File: config.mk
export PLATFORM = sky130hd
export DESIGN_NAME = bcg_line_fetcher
export DESIGN_NICKNAME = d
export VERILOG_FILES = /design/src/rtl/bcg_line_fetcher.sv
export SDC_FILE = /design/constraint.sdc
export NUM_CORES = 1
export LEC_CHECK = 0
export ABC_CLOCK_PERIOD_IN_PS = 3500
export BUFFER_PORTS_ARGS = -buffer_cell sky130_fd_sc_hd__buf_2
export CELL_PAD_IN_SITES_DETAIL_PLACEMENT = 1
export CELL_PAD_IN_SITES_GLOBAL_PLACEMENT = 1
export CORE_ASPECT_RATIO = 0.6
export CORE_UTILIZATION = 48
export DETAILED_ROUTE_END_ITERATION = 12
export HOLD_SLACK_MARGIN = 0.1
export PLACE_DENSITY_LB_ADDON = 0.1
export REMOVE_ABC_BUFFERS = 1
export SYNTH_ARGS = -nofsm -noshare
export SYNTH_HDL_FRONTEND = slang
export SYNTH_SLANG_ARGS = --single-unit
File: constraint.sdc
create_clock -name clk -period 3.5 [get_ports clk]
set_input_delay 0.525 -clock clk [delete_from_list [all_inputs] [get_ports clk]]
set_output_delay 0.525 -clock clk [all_outputs]
set_load 0.02 [all_outputs]
File: src/rtl/bcg_line_fetcher.sv
// bcg_line_fetcher: display-side scanline fetcher.
// Walks the tile map for one background scanline and reads, per tile, the
// texture number, both texture-row bytes and the palette nibble through the
// shared VRAM read port. It streams 6-bit colour indices
// {palette, pixel} through a front/back pair of 8-pixel buffers.
module bcg_line_fetcher #(
   parameter int TILES = 64
) (
   input  logic        clk,
   input  logic        rst,
   input  logic        line_start,
   input  logic [7:0]  line_y,
   output logic        rd_req,
   output logic [12:0] rd_addr,
   input  logic        rd_gnt,
   input  logic [7:0]  rd_data,
   output logic        pix_valid,
   input  logic        pix_ready,
   output logic [5:0]  pix_col,
   output logic        busy,
   output logic        line_done
);

   localparam int         PIX_TOTAL = 8 * TILES;
   localparam logic [5:0] LAST_TX   = 6'(TILES - 1);
   localparam logic [9:0] LAST_PIX  = 10'(PIX_TOTAL - 1);

   typedef enum logic [2:0] {
      IDLE,
      MAP,
      TEX0,
      TEX1,
      PAL,
      LOAD
   } state_t;

   state_t      state_q, state_d;
   logic [5:0]  tx_q, tx_d;
   logic [4:0]  ty_q, ty_d;
   logic [2:0]  yl_q, yl_d;
   logic [7:0]  tex_q, tex_d;
   logic [7:0]  tex0_q, tex0_d;
   logic [7:0]  tex1_q, tex1_d;
   logic [3:0]  pal_q, pal_d;
   logic        pend_q, pend_d;

   logic [15:0] front_px_q, front_px_d;
   logic [3:0]  front_pal_q, front_pal_d;
   logic [3:0]  front_cnt_q, front_cnt_d;
   logic [15:0] back_px_q, back_px_d;
   logic [3:0]  back_pal_q, back_pal_d;
   logic        back_full_q, back_full_d;
   logic [9:0]  pix_cnt_q, pix_cnt_d;
   logic        busy_q, busy_d;
   logic        line_done_q, line_done_d;

   logic        load_en;
   logic [15:0] load_px;
   logic [3:0]  load_pal;
   logic [3:0]  pal_nib;
   logic        tile_advance;
   logic        accept;

   assign pix_valid = (front_cnt_q != 4'd0);
   assign pix_col   = {front_pal_q, front_px_q[15:14]};
   assign busy      = busy_q;
   assign line_done = line_done_q;
   assign accept    = pix_valid & pix_ready;
   assign pal_nib   = ty_q[0] ? rd_data[3:0] : rd_data[7:4];

   // Fetch FSM: issue one read per state, capture its data the following cycle, then hand the finished tile to the back buffer.
   always_comb begin
      state_d      = state_q;
      tx_d         = tx_q;
      ty_d         = ty_q;
      yl_d         = yl_q;
      tex_d        = tex_q;
      tex0_d       = tex0_q;
      tex1_d       = tex1_q;
      pal_d        = pal_q;
      pend_d       = pend_q;
      rd_req       = 1'b0;
      rd_addr      = 13'd0;
      load_en      = 1'b0;
      load_px      = {tex0_q, tex1_q};
      load_pal     = pal_q;
      tile_advance = 1'b0;

      unique case (state_q)
         MAP:     rd_addr = {2'b10, tx_q, ty_q};
         TEX0:    rd_addr = {1'b0, tex_q, yl_q, 1'b0};
         TEX1:    rd_addr = {1'b0, tex_q, yl_q, 1'b1};
         PAL:     rd_addr = {3'b111, tx_q, ty_q[4:1]};
         default: rd_addr = 13'd0;
      endcase

      unique case (state_q)
         MAP, TEX0, TEX1, PAL: begin
            if (pend_q) begin
               // Data cycle: no new request while the single read completes.
               pend_d = 1'b0;
               unique case (state_q)
                  MAP: begin
                     tex_d   = rd_data;
                     state_d = TEX0;
                  end
                  TEX0: begin
                     tex0_d  = rd_data;
                     state_d = TEX1;
                  end
                  TEX1: begin
                     tex1_d  = rd_data;
                     state_d = PAL;
                  end
                  default: begin
                     // The palette byte goes straight into a free back buffer so
                     // a tile costs exactly four reads; otherwise park in LOAD.
                     pal_d = pal_nib;
                     if (!back_full_q) begin
                        load_en      = 1'b1;
                        load_pal     = pal_nib;
                        tile_advance = 1'b1;
                     end else begin
                        state_d = LOAD;
                     end
                  end
               endcase
            end else begin
               rd_req = 1'b1;
               if (rd_gnt) begin
                  pend_d = 1'b1;
               end
            end
         end
         LOAD: begin
            if (!back_full_q) begin
               load_en      = 1'b1;
               tile_advance = 1'b1;
            end
         end
         default: begin
         end
      endcase

      if (tile_advance) begin
         if (tx_q == LAST_TX) begin
            tx_d    = 6'd0;
            state_d = IDLE;
         end else begin
            tx_d    = tx_q + 6'd1;
            state_d = MAP;
         end
      end

      // A new line always wins: drop any read in flight and restart at tile 0.
      if (line_start) begin
         rd_req  = 1'b0;
         pend_d  = 1'b0;
         load_en = 1'b0;
         tx_d    = 6'd0;
         ty_d    = line_y[7:3];
         yl_d    = line_y[2:0];
         state_d = MAP;
      end
   end

   // Pixel buffers and line bookkeeping: drain the front, refill it from the back without a bubble, count pixels to find the line end.
   always_comb begin
      front_px_d  = front_px_q;
      front_pal_d = front_pal_q;
      front_cnt_d = front_cnt_q;
      back_px_d   = back_px_q;
      back_pal_d  = back_pal_q;
      back_full_d = back_full_q;
      pix_cnt_d   = pix_cnt_q;
      busy_d      = busy_q;
      line_done_d = 1'b0;

      if (accept) begin
         front_px_d  = {front_px_q[13:0], 2'b00};
         front_cnt_d = front_cnt_q - 4'd1;
         pix_cnt_d   = pix_cnt_q + 10'd1;
         if (pix_cnt_q == LAST_PIX) begin
            line_done_d = 1'b1;
         end
      end

      if (back_full_q && ((front_cnt_q == 4'd0) || (accept && (front_cnt_q == 4'd1)))) begin
         front_px_d  = back_px_q;
         front_pal_d = back_pal_q;
         front_cnt_d = 4'd8;
         back_full_d = 1'b0;
      end

      if (load_en) begin
         back_px_d   = load_px;
         back_pal_d  = load_pal;
         back_full_d = 1'b1;
      end

      if (line_done_q) begin
         busy_d = 1'b0;
      end

      if (line_start) begin
         front_cnt_d = 4'd0;
         back_full_d = 1'b0;
         pix_cnt_d   = 10'd0;
         line_done_d = 1'b0;
         busy_d      = 1'b1;
      end
   end

   // State register for the fetcher and the output buffers.
   always_ff @(posedge clk or posedge rst) begin
      if (rst) begin
         state_q     <= IDLE;
         tx_q        <= 6'd0;
         ty_q        <= 5'd0;
         yl_q        <= 3'd0;
         tex_q       <= 8'd0;
         tex0_q      <= 8'd0;
         tex1_q      <= 8'd0;
         pal_q       <= 4'd0;
         pend_q      <= 1'b0;
         front_px_q  <= 16'd0;
         front_pal_q <= 4'd0;
         front_cnt_q <= 4'd0;
         back_px_q   <= 16'd0;
         back_pal_q  <= 4'd0;
         back_full_q <= 1'b0;
         pix_cnt_q   <= 10'd0;
         busy_q      <= 1'b0;
         line_done_q <= 1'b0;
      end else begin
         state_q     <= state_d;
         tx_q        <= tx_d;
         ty_q        <= ty_d;
         yl_q        <= yl_d;
         tex_q       <= tex_d;
         tex0_q      <= tex0_d;
         tex1_q      <= tex1_d;
         pal_q       <= pal_d;
         pend_q      <= pend_d;
         front_px_q  <= front_px_d;
         front_pal_q <= front_pal_d;
         front_cnt_q <= front_cnt_d;
         back_px_q   <= back_px_d;
         back_pal_q  <= back_pal_d;
         back_full_q <= back_full_d;
         pix_cnt_q   <= pix_cnt_d;
         busy_q      <= busy_d;
         line_done_q <= line_done_d;
      end
   end

endmodule

# Word level (Yosys, flattened, before mapping)
# Cells that the tools add are included.
# op_classes
add_sub_neg	3
n_eq_ne	8
muxes	43
bitwise	2
reduce_logical	22
# op_table
cell	n
case mux 13 bit (4 select lines)	1
2-to-1 mux 16 bit	2
2-to-1 mux 4 bit	8
2-to-1 mux 1 bit	20
2-to-1 mux 10 bit	2
2-to-1 mux 6 bit	3
2-to-1 mux 3 bit	5
AND reduction 3 bit	5
nonzero test 3 bit	4
adder 10 x 1 -> 10 bit (second input constant)	1
== test 10 x 9 -> 1 bit (second input constant)	1
nonzero test 2 bit	5
case mux 3 bit (3 select lines)	1
adder 6 x 1 -> 6 bit (second input constant)	1
== test 3 x 2 -> 1 bit (second input constant)	2
== test 3 bit (second input constant)	2
== test 6 bit (second input constant)	1
nonzero test 6 bit	1
== test 4 x 1 -> 1 bit (second input constant)	1
zero test 4 bit	1
nonzero test 4 bit	1
OR reduction 4 bit	1
subtractor 4 x 1 -> 4 bit (second input constant)	1
== test 3 x 1 -> 1 bit (second input constant)	1
other kinds (6)	7
# word_totals
register_bits	103
out_inout_bits	23
wordCells	96

# Depth between registers and ports, before layout
# depth
ltp_word	8
ltp_mapped	8
depth_no_buf	6

# Least setup slack after synthesis
# Ideal clock, no wire load.
# synth_timing
kind	reg-to-output
start	register state_q[0]
end	output rd_addr[1]
arrival_ns	1.427
path_slack_ns	1.548
stages_incl_launch_ff	6
path_buffers	2
path_cell_list	dfrtp_1 -> buf_2 -> and2b_1 -> clkbuf_1 -> a22oi_1 -> o22ai_1
# synth_via
elab_chain_len	2
elab_cells_between_ends	5
cone_classes	eq/ne (4); mux (1)
# synth_lines
item	line	rtl
start, declared	37	state_t state_q, state_d;
start signal, assigned	236	state_q <= state_d;
== test 3 bit, or another cell as far along	89	unique case (state_q)
case mux 13 bit (4 select lines) (*)	89	
end, declared	14	output logic [12:0] rd_addr,
# Mark *: on every way between the ends. The rest lies on a longest branch, timed or not.

# Worst setup path after layout
# layout_timing
start	register state_q[2]
end	output rd_addr[3]
# Same word-level chain as after synthesis.

==> metrics.txt <==
gp weighted congestion=approximately 0.8; synthesized instance count=slightly above 400; Slew headroom=0.327; hold violation total from the final report=0; pre-CTS setup slack=0.889 ns; highest cell delay on the worst timing path=0.82 ns; Clock Tree Root=clkbuf_16; Post-CTS Setup Inserts=0; worst hold slack=around 0.32 ns; final wirelength=~11000 µm; Final Max Tran Viols=0; synth cell count leaders=dfrtp_1 (103), mux2_2 (49), nand2_1 (37); RSZ-0062 raised after global routing=no; Final ANT Viol Nets=0; Worst Path Required=about 3.0 ns; crit path buf inv count=1; I/O Buffers=43; Sink Count=between 100 and 150; GRT Overall Usage=0.232; initial antenna violation count=0; top post-synthesis cells by area=dfrtp_1 (54%), mux2_2 (11%), mux2i_1 (4.8%); Post-CTS Resized=0; Post-CTS Hold Buffers=0; first-pass GRT wire length=around 18000 µm; Worst-Margin Slew=a little over 1 ns; HP Class=in -> async; met1 track utilization from global routing=0.344; total power=0.00352 W; layout cell share with drive strength beyond 1=0.282; Power Density=between 600 and 700 nW/µm²; # diodes=0; Die Y=just under 80 µm; Max clock buf depth=2; Worst Slack Setup Final=just under 0.6 ns; H-tree levels=3; top cell family by delay on the critical path=flip-flops; TritonCTS clock tree=done; outcome=finished clean; Die W=approximately 130 µm; Worst-path clk slew=roughly 0.07 ns; Worst Reg2Reg Path Length in Cells=3; Crit path depth=4; critical-path cell list=nor2b_1, a22oi_1, o22ai_1, buf_2; I/O pin total=44; Pre-antenna DRT Iters=4; Setup crit start kind=register; Initial Util=0.509; crit path kind=reg -> out; met3 Track Usage GR=0.0483; TritonCTS Buffers=9; synth unique cells=47; # DRC=0; full die area=10400 µm²; largest net degree at the start of global routing=64; Vias/cell=5.54; setup violators final=0; leading area contributor after synthesis=dfrtp_1; area fraction of the dominant cell type after synthesis=0.537; Max-Cap Viols=0; LEAKAGE=2.49 nW; Final #Nets=between 400 and 500; number of synthesized flops with an enable pin=0; flops & latches, synth=103; clk_skew=~0.012 ns; Worst-Skew Late Latency=between 0.3 and 0.4 ns; Syn Std Cell Area=between 4000 and 5000 µm²; initial drt markers=roughly 170; DPL Wire Length=roughly 7500 µm; Crit Path Max Fanout=22; Final Cycle Share=0.834; average cell area after synthesis=11.6 µm²; Row Count=27; Placeable Area=roughly 9400 µm²; Ys Warns=0; Synth Flop Type=dfrtp_1; Top Usage Layer GRT=met2; Worst path slowest cell=dfrtp_1; synth-to-layout area growth=12.9%; Vias=3213; post-route setup TNS=0 ns; DR WL/cell=18.6 µm; crit path DAT=around 2.4 ns; final period demand of the worst path=roughly 2.9 ns; met2 Use GR=0.345; Highest Clock Rate=approximately 340 MHz; peak supply drop=~0.35 mV; number of global-route vias before repair=roughly 3.3k; Critical Path Sink Type=output port; Async SR Flop Fraction=1.00; register area share after synthesis=0.537; GRT overflow=0; top-count cell post-synth=dfrtp_1
[cells by family after synthesis]
kind of cell             count (synthesis)  share of synthesized area
adder cells (fa/ha/maj)                  5                     0.0130
AND/OR/NAND/NOR                        110                      0.112
XOR/XNOR                                13                     0.0237
AO/OA/AOI/OAI                           66                     0.0876
flip-flops                             103                      0.537
buffers and inverters                   38                     0.0383
multiplexers                            80                      0.188
[stage by stage]
stage,cell area (µm²),cells,utilization
after floorplan,4650,387,-
after global placement,5080,564,0.539
after detailed placement,5080,564,0.539
after CTS,5420,580,0.575
after global routing,5420,580,0.575
final,5420,580,0.575
[cell usage in the layout, fill, tap and decap left out, types with 5 or more instances in the layout]
cell type / instances
mux2_4: 8
o21ai_0: 20
mux2i_1: 23
a22oi_1: 10
nor3_1: 8
nand4_1: 6
xor2_1: 8
buf_2: 43
nand3_1: 8
xnor2_1: 5
ha_1: 5
nor2_1: 27
nand2_1: 37
mux2_2: 49
inv_1: 9
o22ai_1: 11
nand2b_1: 5
dfrtp_1: 103
clkbuf_16: 9
a21oi_1: 11
[state kept, by name, summed over array words and instances (netlist names)]
register and flops:
state_q 3, busy 1, pend_q 1, back_pal_q 4
tex0_q 8, ty_q 5, yl_q 3, front_cnt_q 4
back_full_q 1, tex_q 8, pal_q 4, front_px_q 16
line_done 1, back_px_q 16, tx_q 6, front_pal_q 4
pix_cnt_q 10, tex1_q 8
[report_power, final]
group	internal, W	switching, W	leakage [nW]	total, W
clock	0.000644	0.000479	0.164	0.00112
combinational	0.000365	0.000444	0.991	0.000809
sequential	0.00142	0.000161	1.34	0.00158
total	0.00243	0.00108	2.49	0.00352
[metal layers]
layer,vias up,part of all wire
met3,2,0.026
met2,38,0.45
met5,-,0
met4,0,0.0043
met1,1653,0.52
li1,1520,-
[final cells by class]
type	instances	area, µm²
Inverter	10	40.0
Clock buffer	9	225
Sequential cell	103	2580
Timing Repair Buffer	47	258
Fill cell	1002	4010
Multi-Input combinational cell	274	2050
Clock inverter	7	109
Tap cell	130	163
[final timing paths]
| path | start | end | slack (ns) |
|---|---|---|---|
| worst max-delay path | state_q[2]$_DFFE_PP0P_ | rd_addr[3] | 0.58 |
| worst min-delay path | rst | tex0_q[4]$_DFFE_PP0P_ | 0.32 |
| worst max register to register | state_q[2]$_DFFE_PP0P_ | back_px_q[4]$_DFFE_PP0P_ | 0.88 |
| worst min register to register | line_done$_DFF_PP0_ | busy$_DFFE_PP0P_ | 0.47 |
| max in group asynchronous | rst | pix_cnt_q[7]$_DFFE_PP0P_ | 2.47 |
| min in group clk | line_y[1] | yl_q[1]$_DFFE_PP0P_ | 0.40 |
Power figures use the tool's default switching activity.
